==> src/rtl/seg7_scan_driver_if.sv <==
// Write port of the 4-digit 7-segment scan driver: one-cycle store strobe
// carrying the four hex nibbles and the decimal-point enables.
interface seg7_scan_driver_if;
    logic        wr_en;
    logic [15:0] wr_data;
    logic [3:0]  wr_dp;

    modport master (output wr_en, output wr_data, output wr_dp);
    modport slave  (input  wr_en, input  wr_data, input  wr_dp);
endinterface

==> src/rtl/seg7_scan_driver.sv <==
// Time-multiplexed, double-buffered driver for a 4-digit active-low 7-segment display.
// Optional build macro SEG7_LEADING_ZERO_BLANK_EN blanks leading zero digits 3..1.
module seg7_scan_driver #(
    parameter int CLK_HZ       = 50_000_000,
    parameter int SCAN_HZ      = 1000,
    parameter int BLANK_CYCLES = 16
) (
    input  logic                     clk,
    input  logic                     reset,
    seg7_scan_driver_if.slave        wr_bus,
    output logic [11:0]              BCD7,
    output logic                     frame_tick
);
    localparam int               DIV       = CLK_HZ / SCAN_HZ;
    localparam int               CW        = (DIV > 1) ? $clog2(DIV) : 1;
    localparam logic [CW-1:0]    CNT_LAST  = CW'(DIV - 1);
    localparam logic [CW-1:0]    CNT_BLANK = CW'(BLANK_CYCLES);

    logic          run_q;
    logic [CW-1:0] cnt_q, cnt_d;
    logic [1:0]    digit_q, digit_d;
    logic [15:0]   pend_data_q, pend_data_d, act_data_q, act_data_d;
    logic [3:0]    pend_dp_q, pend_dp_d, act_dp_q, act_dp_d;
    logic [11:0]   bcd7_q, bcd7_d;
    logic          tick_q, tick_d;
    logic [3:0]    nib;
    logic          hide;

    function automatic logic [6:0] hex7(input logic [3:0] n);
        case (n)
            4'h0: hex7 = 7'h3F;  4'h1: hex7 = 7'h06;  4'h2: hex7 = 7'h5B;  4'h3: hex7 = 7'h4F;
            4'h4: hex7 = 7'h66;  4'h5: hex7 = 7'h6D;  4'h6: hex7 = 7'h7D;  4'h7: hex7 = 7'h07;
            4'h8: hex7 = 7'h7F;  4'h9: hex7 = 7'h6F;  4'hA: hex7 = 7'h77;  4'hB: hex7 = 7'h7C;
            4'hC: hex7 = 7'h39;  4'hD: hex7 = 7'h5E;  4'hE: hex7 = 7'h79;  default: hex7 = 7'h71;
        endcase
    endfunction

    always_comb begin
        // NOTE: every signal written here gets a default first so no path can infer a latch.
        cnt_d       = cnt_q;
        digit_d     = digit_q;
        pend_data_d = pend_data_q;
        pend_dp_d   = pend_dp_q;
        act_data_d  = act_data_q;
        act_dp_d    = act_dp_q;
        bcd7_d      = 12'hFFF;
        hide        = 1'b0;

        if (wr_bus.wr_en) begin
            pend_data_d = wr_bus.wr_data;
            pend_dp_d   = wr_bus.wr_dp;
        end

        // The edge leaving reset lands on (cnt 0, digit 0) rather than advancing past it.
        if (!run_q) begin
            cnt_d   = '0;
            digit_d = 2'd0;
        end else if (cnt_q == CNT_LAST) begin
            cnt_d   = '0;
            digit_d = digit_q + 2'd1;
            if (digit_q == 2'd3) begin
                act_data_d = pend_data_q;
                act_dp_d   = pend_dp_q;
            end
        end else begin
            cnt_d = cnt_q + CW'(1);
        end

        nib    = act_data_d[{digit_d, 2'b00} +: 4];
        tick_d = (cnt_d == '0) && (digit_d == 2'd0);

`ifdef SEG7_LEADING_ZERO_BLANK_EN
        case (digit_d)
            2'd3:    hide = (act_data_d[15:12] == 4'h0);
            2'd2:    hide = (act_data_d[15:8]  == 8'h00);
            2'd1:    hide = (act_data_d[15:4]  == 12'h000);
            default: hide = 1'b0;
        endcase
`endif

        if (cnt_d >= CNT_BLANK && !hide)
            bcd7_d = {~(4'b0001 << digit_d), ~act_dp_d[digit_d], ~hex7(nib)};
    end

    always_ff @(posedge clk or posedge reset) begin
        if (reset) begin
            run_q       <= 1'b0;
            cnt_q       <= '0;
            digit_q     <= 2'd0;
            pend_data_q <= 16'h0000;
            pend_dp_q   <= 4'h0;
            act_data_q  <= 16'h0000;
            act_dp_q    <= 4'h0;
            bcd7_q      <= 12'hFFF;
            tick_q      <= 1'b0;
        end else begin
            // NOTE: non-blocking so every register samples the pre-edge values of the others.
            run_q       <= 1'b1;
            cnt_q       <= cnt_d;
            digit_q     <= digit_d;
            pend_data_q <= pend_data_d;
            pend_dp_q   <= pend_dp_d;
            act_data_q  <= act_data_d;
            act_dp_q    <= act_dp_d;
            bcd7_q      <= bcd7_d;
            tick_q      <= tick_d;
        end
    end

    assign BCD7       = bcd7_q;
    assign frame_tick = tick_q;
endmodule

==> src/flat_wrapper.sv <==
// flat-port wrapper written by rule: the top's interface ports become plain ports
module seg7_scan_driver_flat 
#(
    parameter int CLK_HZ       = 50_000_000,
    parameter int SCAN_HZ      = 1000,
    parameter int BLANK_CYCLES = 16
)
  (clk, reset, BCD7, frame_tick, wr_bus_wr_en, wr_bus_wr_data, wr_bus_wr_dp);
  seg7_scan_driver_if wr_bus_i ();
  input  logic clk;
  input  logic reset;
  output logic [11:0] BCD7;
  output logic frame_tick;
  input wire logic [$bits(wr_bus_i.wr_en)-1:0] wr_bus_wr_en;
  input wire logic [$bits(wr_bus_i.wr_data)-1:0] wr_bus_wr_data;
  input wire logic [$bits(wr_bus_i.wr_dp)-1:0] wr_bus_wr_dp;
  assign wr_bus_i.wr_en = wr_bus_wr_en;
  assign wr_bus_i.wr_data = wr_bus_wr_data;
  assign wr_bus_i.wr_dp = wr_bus_wr_dp;
  seg7_scan_driver #(.CLK_HZ(CLK_HZ), .SCAN_HZ(SCAN_HZ), .BLANK_CYCLES(BLANK_CYCLES)) u_core (.clk(clk), .reset(reset), .wr_bus(wr_bus_i), .BCD7(BCD7), .frame_tick(frame_tick));
endmodule
==> config.mk <==
export PLATFORM = sky130hd
export DESIGN_NAME = seg7_scan_driver_flat
export DESIGN_NICKNAME = d
export VERILOG_FILES = /design/src/rtl/seg7_scan_driver_if.sv /design/src/rtl/seg7_scan_driver.sv /design/src/flat_wrapper.sv
export SDC_FILE = /design/constraint.sdc
export NUM_CORES = 1
export LEC_CHECK = 0
export ABC_AREA = 1
export CORE_MARGIN = 3
export CORE_UTILIZATION = 51
export DETAILED_ROUTE_END_ITERATION = 8
export PLACE_DENSITY = 0.72
export SETUP_SLACK_MARGIN = 0.1
export SLEW_MARGIN = 40
export SYNTH_ARGS = -nofsm -noshare
export SYNTH_HDL_FRONTEND = slang
export SYNTH_SLANG_ARGS = --single-unit
==> constraint.sdc <==
create_clock -name clk -period 6.85 [get_ports clk]
set_input_delay 1.37 -clock clk [delete_from_list [all_inputs] [get_ports clk]]
set_output_delay 1.37 -clock clk [all_outputs]
set_load 0.005 [all_outputs]
* Yosys cells after proc, flatten, opt, wreduce, memory -nomap -nowiden
Memory sizes are Yosys's and may differ from the RTL's.
Cells that the tools add are included.
** Storage, ports and cells
- ROM bits :: 112
- Register bits :: 72
- Word-level logic and storage cells :: 38
- Output and inout port bits :: 13
- Memories :: 1
- Input bits :: 23
** Cells by class
- Multiplexer cells :: 14
- Reduce and logical (&&, ||, !) cells :: 3
- Magnitude comparators :: 2
- Eq/ne operators :: 2
- Shifts and indexed selects :: 2
- Add/sub/neg operators :: 2
- Bitwise operators :: 3
** Memories
- (no name shown) :: depth 16, width 7, rd ports 1, clocked after Yosys merged registers in 0, wr ports 0, line seg7_scan_driver.sv:30 : case (n)
** Operators by type and width (count)
- $mux W16 :: 5
- $add A16 B1 Y16 const B :: 1
- $eq A16 B16 Y1 const B :: 1
- $ge A16 B5 Y1 const B :: 1
- $logic_not A16 Y1 :: 1
- $shiftx A16 B5 Y4 :: 1
- $mux W12 :: 1
- $mux W4 :: 3
- $mux W7 :: 1
- $not A7 Y7 :: 1
- $mux W2 :: 2
- $not A4 Y4 :: 1
- $shl A1 B2 Y4 const A :: 1
- $lt A2 B3 Y1 const B :: 1
- $add A2 B1 Y2 const B :: 1
- $bmux W1 S2 :: 1
- $eq A2 B2 Y1 const B :: 1
- $logic_not A2 Y1 :: 1
- $logic_and A1 B1 Y1 :: 1
- $mux W1 :: 1
- $not A1 Y1 :: 1

* Longest topological paths before layout
Gate-level depths: netlist of run 1.
An unclocked memory read counts as a cell.
- Depth in word-level cells :: 9
- Mapped depth :: 19
- Mapped depth without buffers :: 18

* Least setup slack after synthesis of run 1
No wires, ideal clock.
- Path type :: input to register
- Start :: input port wr_bus_wr_en
- End :: register u_core.pend_data_q[0]
- Data required time :: 6725 ps
- Cell stages on the path :: 3
- Path buffers :: 2
- Setup slack :: 4530 ps
- Setup time :: 125 ps
- Data arrival time :: 2195 ps
- Cell sequence :: clkbuf_1 clkbuf_1 mux2_2
** RTL lines
- start: declaration :: line flat_wrapper.sv:14 : input wire logic [$bits(wr_bus_i.wr_en)-1:0] wr_bus_wr_en;
- end signal: assignment :: line seg7_scan_driver.sv:101 : pend_data_q <= pend_data_d;
- end: declaration :: line seg7_scan_driver.sv:22 : logic [15:0] pend_data_q, pend_data_d, act_data_q, act_data_d;
No word-level cell between the ends.

* Worst setup path in the final report of run 1
- Start :: register u_core.cnt_q[0]
- End :: register u_core.bcd7_q[3], in the netlist u_core.BCD7[3]
** Between the ends
- Longest elaborated chain between the ends :: 8
- Elaborated cells between the ends (all ways) :: 14
- Those cells by class :: add/sub (1); order compare (1); eq/ne (1); shift (1); mux (8); bitwise (1); memory (1)
** Ends and longest elaborated chain
- start: declaration :: line seg7_scan_driver.sv:20 : logic [CW-1:0] cnt_q, cnt_d;
- start signal: assignment :: line seg7_scan_driver.sv:99 : cnt_q <= cnt_d;
- $eq A16 B16 Y1 :: line seg7_scan_driver.sv:58 : end else if (cnt_q == CNT_LAST) begin
- $mux W16 :: line seg7_scan_driver.sv:58
- $mux W16 :: line seg7_scan_driver.sv:55 : if (!run_q) begin
- net u_core.act_data_d[13] :: line seg7_scan_driver.sv:22
- $shiftx A16 B5 Y4 :: line seg7_scan_driver.sv:69 : nib = act_data_d[{digit_d, 2'b00} +: 4];
- $mem_v2 Z16 W7
- $mux W7 :: line seg7_scan_driver.sv:81 : if (cnt_d >= CNT_BLANK && !hide)
- $not A7 Y7 :: line seg7_scan_driver.sv:82 : bcd7_d = {~(4'b0001 << digit_d), ~act_dp_d[digit_d], ~hex7(nib)};
- $mux W12 :: line seg7_scan_driver.sv:81
- net u_core.bcd7_d[3] :: line seg7_scan_driver.sv:24 : logic [11:0] bcd7_q, bcd7_d;
- end signal: assignment :: line seg7_scan_driver.sv:94 : bcd7_q <= 12'hFFF;
- end signal: assignment :: line seg7_scan_driver.sv:105 : bcd7_q <= bcd7_d;
- end: declaration :: line seg7_scan_driver.sv:24
The timed path passes the listed nets, and every way through them passes these cells. The select of a mux whose other input is x is not followed.
A chain may end at the register's enable or synchronous reset.

==> results.toml, run 1 <==
[synth]
ys.flop_type = "dfrtp_1"
async_reset_ff_share_pct = 100.0
synth_edf_count = 0
syn_avg_cell_area_sq_um = 8.422
seq_area_frac_synth_pct = 45.60
synth_warnings = 0
syn-cell-area_sq_um = 3984
syn_inst = 473
yosys.cell_types.count = 40
synth_seq_cells = 72
syn-num-nets = 504

[cells_and_area]
drive_above_1_share_pct = 21.60
final_area_sq_um = 4612
syn2layout_area_growth_pct = 15.77
fill_cells = 639
nets = 540
final_cell_mix = "117 x nand2_1, 63 x inv_1, 59 x dfrtp_1"
ff_latch_area_sq_um = 1818
layout_commonest_cell = "nand2_1"
n_antenna_cell = 0
multi_input_area_sq_um = 1808

[die]
die_height_microns = 94.38
coreArea_sq_um = 7408
ios = 36
die_w_microns = 94.38
rows = 31
dieArea_sq_um = 8908
initial_core_util_pct = 53.77

[power_and_ir_drop]
ir_drop_uv = 108.7
p_per_area_nw_per_um2 = 187.8
p_leak_nw = 2.304

[timing]
finalSetupViolations = 0
min_period_ns = 2.786
timing.slew.headroom_pct = 58.30
grt_setup_unrepaired = "false"
slew_viol_final = 0
finalHoldViolations = 0
max_freq_mhz = 359.0
tightest_slew_ns = 0.6255
final.period_utilization_pct = 40.67
setup_tns_ns = 0
fin_worst_skew_ns = 0.01045

[clock_tree]
post-cts-setup-buffers = 0
cts_buffer_depth = 2
ctsHoldBuffers = 0
htreeDepth = 3
numCtsBuffers = 9
clk_pin_slew_ns = 0.08
cts_root_buffer = "clkbuf_8"
cts_tree = "built"
insertion_delay_ns = 0.34
cts_resized = 0
cts.sinks = 72

[setup_path]
path_class = "reg2reg"
crit_path_cell_trace = "ha_1 -> nand3_2 -> nor2_4 -> nand4_4 -> o21ai_1 -> inv_1 -> nand2_1 -> nand2_1 -> nor2_2 -> ha_1 -> inv_1 -> nand3_1 -> nand3_1 -> nand3_1"
slowest_stage = "dfrtp_1"
rr_worst_depth = 14
crit_path_max_fanout = 22
r2r_start = "u_core.cnt_q[0]"
worstPathRequired_ns = 7.12
cpPeakStageDelay_ns = 0.39
timing.rr.end = "u_core.BCD7[3]"
crit_start = "u_core.cnt_q[0]"
r2r_setup_slack_ns = 4.06
setup.worst_path.start_class = "register"
critPathArrivalTime_ns = 3.05
worst_setup_path_end_kind = "register"
cp_common_cell = "nand3_1"

[global_route]
grt_start_max_net_pins = 73
grt_pass1_vias = 3171
antenna_found_initial = 0
grt_usage_pct = 19.76
grt-ovfl-total = 0
grt_pass1_wl_microns = 13780

[place]
io_buffers = 35
hpwl_microns = 5871
gp_congestion = 0.9366
place_area_sq_um = 4392

[drt]
dr.pass1.iters = 4
routed_wl_microns = 7929
ant_nets = 0
drc = 0
wire_per_inst_microns = 12.93
vias_per_cell = 5.088
drtIter0Drc = 157
via_count = 3119

[worst_hold_path]
min_path_type = "reg2reg"
whs_endpoint = "u_core.cnt_q[0]"
holdPathStages = 1
hp-start = "u_core.cnt_q[0]"

[status]
status = "finished clean"

[flow_run]
maxCapViolCount = 0
critical path: cells and delay by family (launching register included):
kind                     cells  cell delay [ns]
buffers and inverters        2             0.15
flip-flops                   1             0.39
AND/OR/NAND/NOR              9             1.39
adder cells (fa/ha/maj)      2             0.53
AO/OA/AOI/OAI                1             0.25
cells in the mapped netlist, types with 3 or more instances:
master    number  area, sq um
nand2_2       14        87.58
o21ai_1        6        30.03
dfrtp_1       60         1501
ha_1           8        100.1
nand3_2        7        70.07
nand2_1      117        439.2
mux2_2         7        78.83
nand3b_1       3        22.52
nand3_1       32        160.2
nand2_4        8        90.09
nor3_1         4        20.02
buf_6          3        33.78
inv_2          8        30.03
nor2_2        15        93.84
o21ai_0       20        100.1
nand4_1       18        112.6
nor2_1        30        112.6
nor2_4         9        101.4
dfstp_2       12        315.3
inv_1         64        240.2
clkbuf_1       4        15.01
cells by family after synthesis:
| family | count (synthesis) | synth area share, % |
|---|---|---|
| AOI/OAI and AO/OA | 34 | 5.057 |
| xor gates and xnor gates | 2 | 0.4398 |
| adders and majority gates | 8 | 2.513 |
| buffers and inverters | 86 | 9.013 |
| DFF | 72 | 45.60 |
| muxes | 7 | 1.979 |
| other | 1 | 0.09413 |
| and+or+nand+nor | 263 | 35.30 |
stage by stage:
| step | hold slack [ns] | setup WS, ns | utilization [%] | std cells | power [mW] |
|---|---|---|---|---|---|
| finish | 0.4915 | 4.064 | 62.25 | 613 | 0.8661 |
| global route | 0.5153 | 3.833 | 62.25 | 613 | 0.8999 |
| CTS | 0.4867 | 4.096 | 62.25 | 613 | 0.8769 |
| detailed placement | 0.4758 | 4.142 | 59.28 | 597 | 0.5007 |
| global placement | 0.4785 | 3.824 | 59.28 | 597 | 0.4986 |
| floorplan | 0.4518 | 3.675 | - | 473 | 0.4790 |
state kept, by name, indices dropped and copies added, names as in the netlist:
register and cells:
u_core.BCD7 12, u_core.pend_data_q 16, u_core.run_q 1, u_core.act_dp_q 4, u_core.pend_dp_q 4, u_core.cnt_q 16, u_core.digit_q 2, u_core.frame_tick 1
u_core.act_data_q 16
final cells by class:
| class | instances | area share, % |
|---|---|---|
| Sequential cell | 72 | 39.42 |
| Multi-Input combinational cell | 315 | 39.20 |
| Timing Repair Buffer | 36 | 7.732 |
| Inverter | 75 | 6.186 |
| Clock buffer | 11 | 3.066 |
| Tap cell | 99 | 2.686 |
| Clock inverter | 5 | 1.709 |
how the worst max path moves through the flow:
stage	end	slack, ns	cells after the start
after global routing	u_core.BCD7[3]	3.83	14
after detailed placement	u_core.BCD7[3]	4.14	13
final	u_core.BCD7[3]	4.06	14
after global placement	u_core.pend_data_q[1]	3.82	2
after floorplan	u_core.act_data_q[0]	3.67	1
after CTS	BCD7[7]	4.10	1
layer usage:
metal | GRT usage [%] | part of all wire, %
met4 | 9.266 | 1.7
met1 | 23.81 | 43
met2 | 34.46 | 51
met5 | 0 | 0
met3 | 3.267 | 4.1
power by group:
part	switching [mW]	internal [mW]
logic	0.0232	0.0214
clock network	0.160	0.215
registers	0.00829	0.438
total	0.191	0.675
No activity file was read; power rests on OpenSTA's default activity.
==> inputs of run 2 (changes only) <==
PLACE_DENSITY = 0.75   (was 0.72)
clock period = 2.4 ns   (was 6.85 ns; I/O delays follow)
==> run 2 against run 1 <==
Effect of this change:
- die area stayed put
- final cell count is 4.6% higher
- sequential cell count stayed put
- critical path type unchanged
- largest cell class is now multi-input combinational cells
==> results.toml, run 2 (synthesized netlist as in run 1, its figures left out) <==
[status]
status = "finished clean"

[flow_run]
maxCapViolCount = 0

[die]
ios = 36
die_height_microns = 94.38
dieArea_sq_um = 8908
die_w_microns = 94.38
initial_core_util_pct = 53.77
rows = 31
coreArea_sq_um = 7408

[clock_tree]
cts_tree = "built"
cts_buffer_depth = 2
cts.sinks = 72
clk_pin_slew_ns = 0.08
numCtsBuffers = 9
insertion_delay_ns = 0.34
cts_root_buffer = "clkbuf_8"
htreeDepth = 3

[drt]
wire_per_inst_microns = 13.97
drtIter0Drc = 109
ant_nets = 0
via_count = 3231
routed_wl_microns = 8953
dr.pass1.iters = 4
vias_per_cell = 5.041
drc = 0

[timing]
fin_worst_skew_ns = 0.008925
setup_tns_ns = 0
timing.slew.headroom_pct = 62.66
finalSetupViolations = 0
finalHoldViolations = 0
grt_setup_unrepaired = "true"
final.period_utilization_pct = 99.30
max_freq_mhz = 419.6
slew_viol_final = 0
tightest_slew_ns = 0.5584
min_period_ns = 2.383

[power_and_ir_drop]
ir_drop_uv = 481.0
p_per_area_nw_per_um2 = 490.9
p_leak_nw = 2.493

[cells_and_area]
drive_above_1_share_pct = 30.81
post-route-util_pct = 68.03
n_antenna_cell = 0
final_cell_mix = "109 x nand2_1, 61 x inv_1, 57 x dfrtp_1"
syn2layout_area_growth_pct = 26.51
fin_cells = 641
nets = 568
top_regs = "u_core.act_data_q: 16 flops, u_core.cnt_q: 16 flops, u_core.pend_data_q: 16 flops"
ff_latch_area_sq_um = 1821
layout_commonest_cell = "nand2_1"
fill_cells = 571
multi_input_area_sq_um = 2009

[place]
placed_cells = 613
hpwl_microns = 6193
io_buffers = 35
gp_congestion = 0.8861

[global_route]
top_usage_layer = "met2"
grt_pass1_vias = 3212
use_met1_pct = 26.55
grt_usage_pct = 21.06
use_met3_pct = 4.781
grt_pass1_wl_microns = 14580
antenna_found_initial = 0
grt-ovfl-total = 0
grtUsageMet2_pct = 35.87
grt_start_max_net_pins = 73

[setup_path]
r2r_start = "u_core.cnt_q[0]"
worstPathRequired_ns = 2.67
worst_setup_path_end_kind = "register"
path_class = "reg2reg"
crit_start = "u_core.cnt_q[0]"
setup.worst_path.start_class = "register"
crit_path_max_fanout = 5
critPathArrivalTime_ns = 2.65

[worst_hold_path]
min_path_type = "reg2reg"
hp-start = "u_core.act_data_q[3]"
-- run 2: cell count changes in the layout (fill, tap and decap cells not counted), sizes merged --
cell / change
clkinvlp: +2
nand3: +1
clkbuf: -2
clkdlybuf4s50: +1
buf: +26
-- run 2: worst paths after layout --
check                                       end  slack [ns]  depth (start not counted)
max reg2reg                      u_core.BCD7[3]        0.02                         15
min reg2reg                u_core.act_data_q[3]        0.51                          2
min in group asynchronous       u_core.cnt_q[3]        0.54                          3
max in group asynchronous        u_core.BCD7[5]        1.51                          3
min                        u_core.act_data_q[3]        0.51                          2
max                              u_core.BCD7[3]        0.02                         15
-- run 2: area by class of cell --
class | instances | share of cell area, %
Tap cell | 99 | 2.458
Clock buffer | 9 | 2.458
Timing Repair Buffer | 63 | 11.52
Sequential cell | 72 | 36.12
Inverter | 75 | 5.710
Multi-Input combinational cell | 316 | 39.87
Clock inverter | 7 | 1.862
-- run 2: stage by stage --
| stage | hold slack [ns] | setup slack, ns | total power, mW | cell area [sq um] |
|---|---|---|---|---|
| after CTS | 0.4928 | 0.1010 | 2.489 | 4838 |
| after global routing | 0.5365 | -0.1198 | 2.567 | 5040 |
| after floorplan | 0.4518 | 0.1149 | 1.367 | 3984 |
| after global placement | 0.4826 | -0.02486 | 1.437 | 4524 |
| final | 0.5077 | 0.01692 | 2.474 | 5040 |
| after detailed placement | 0.4922 | -0.1011 | 1.444 | 4524 |
-- run 2: timing repair --
| item | 4_1_cts | 5_1_grt |
|---|---|---|
| endpoints found under the hold margin | 0 | 0 |
| gates cloned | 1 | 0 |
| setup endpoints to repair | 7 | 8 |
| pin swaps | 2 | 15 |
| hold buffers | 0 | 0 |
| buffers inserted | 3 | 8 |
| resized for setup | 13 | 35 |
-- run 2: critical path, cell delays in order (launching register included) --
cell	delay, ns
dfrtp_1	0.41
ha_4	0.19
nand2_4	0.06
nor2_4	0.11
nand3_2	0.10
nor2_4	0.17
nand3_4	0.18
nand2_2	0.14
o21ai_2	0.08
nand2_1	0.09
nand4_1	0.21
ha_4	0.26
inv_2	0.06
nand3_2	0.10
nand3_2	0.09
nand3_2	0.07
-- run 2: report_power, final --
group	switching [mW]	internal, mW
Sequential	0.0243	1.25
Combinational	0.0810	0.0780
Clock	0.455	0.585
-- run 2: routing by layer --
layer	wire, microns	vias to the layer above	part of all wire, %
met1	3889	1542	43
met2	4642	70	52
met4	68	0	0.76
met5	0	-	0
met3	353	8	3.9
li1	-	1611	-
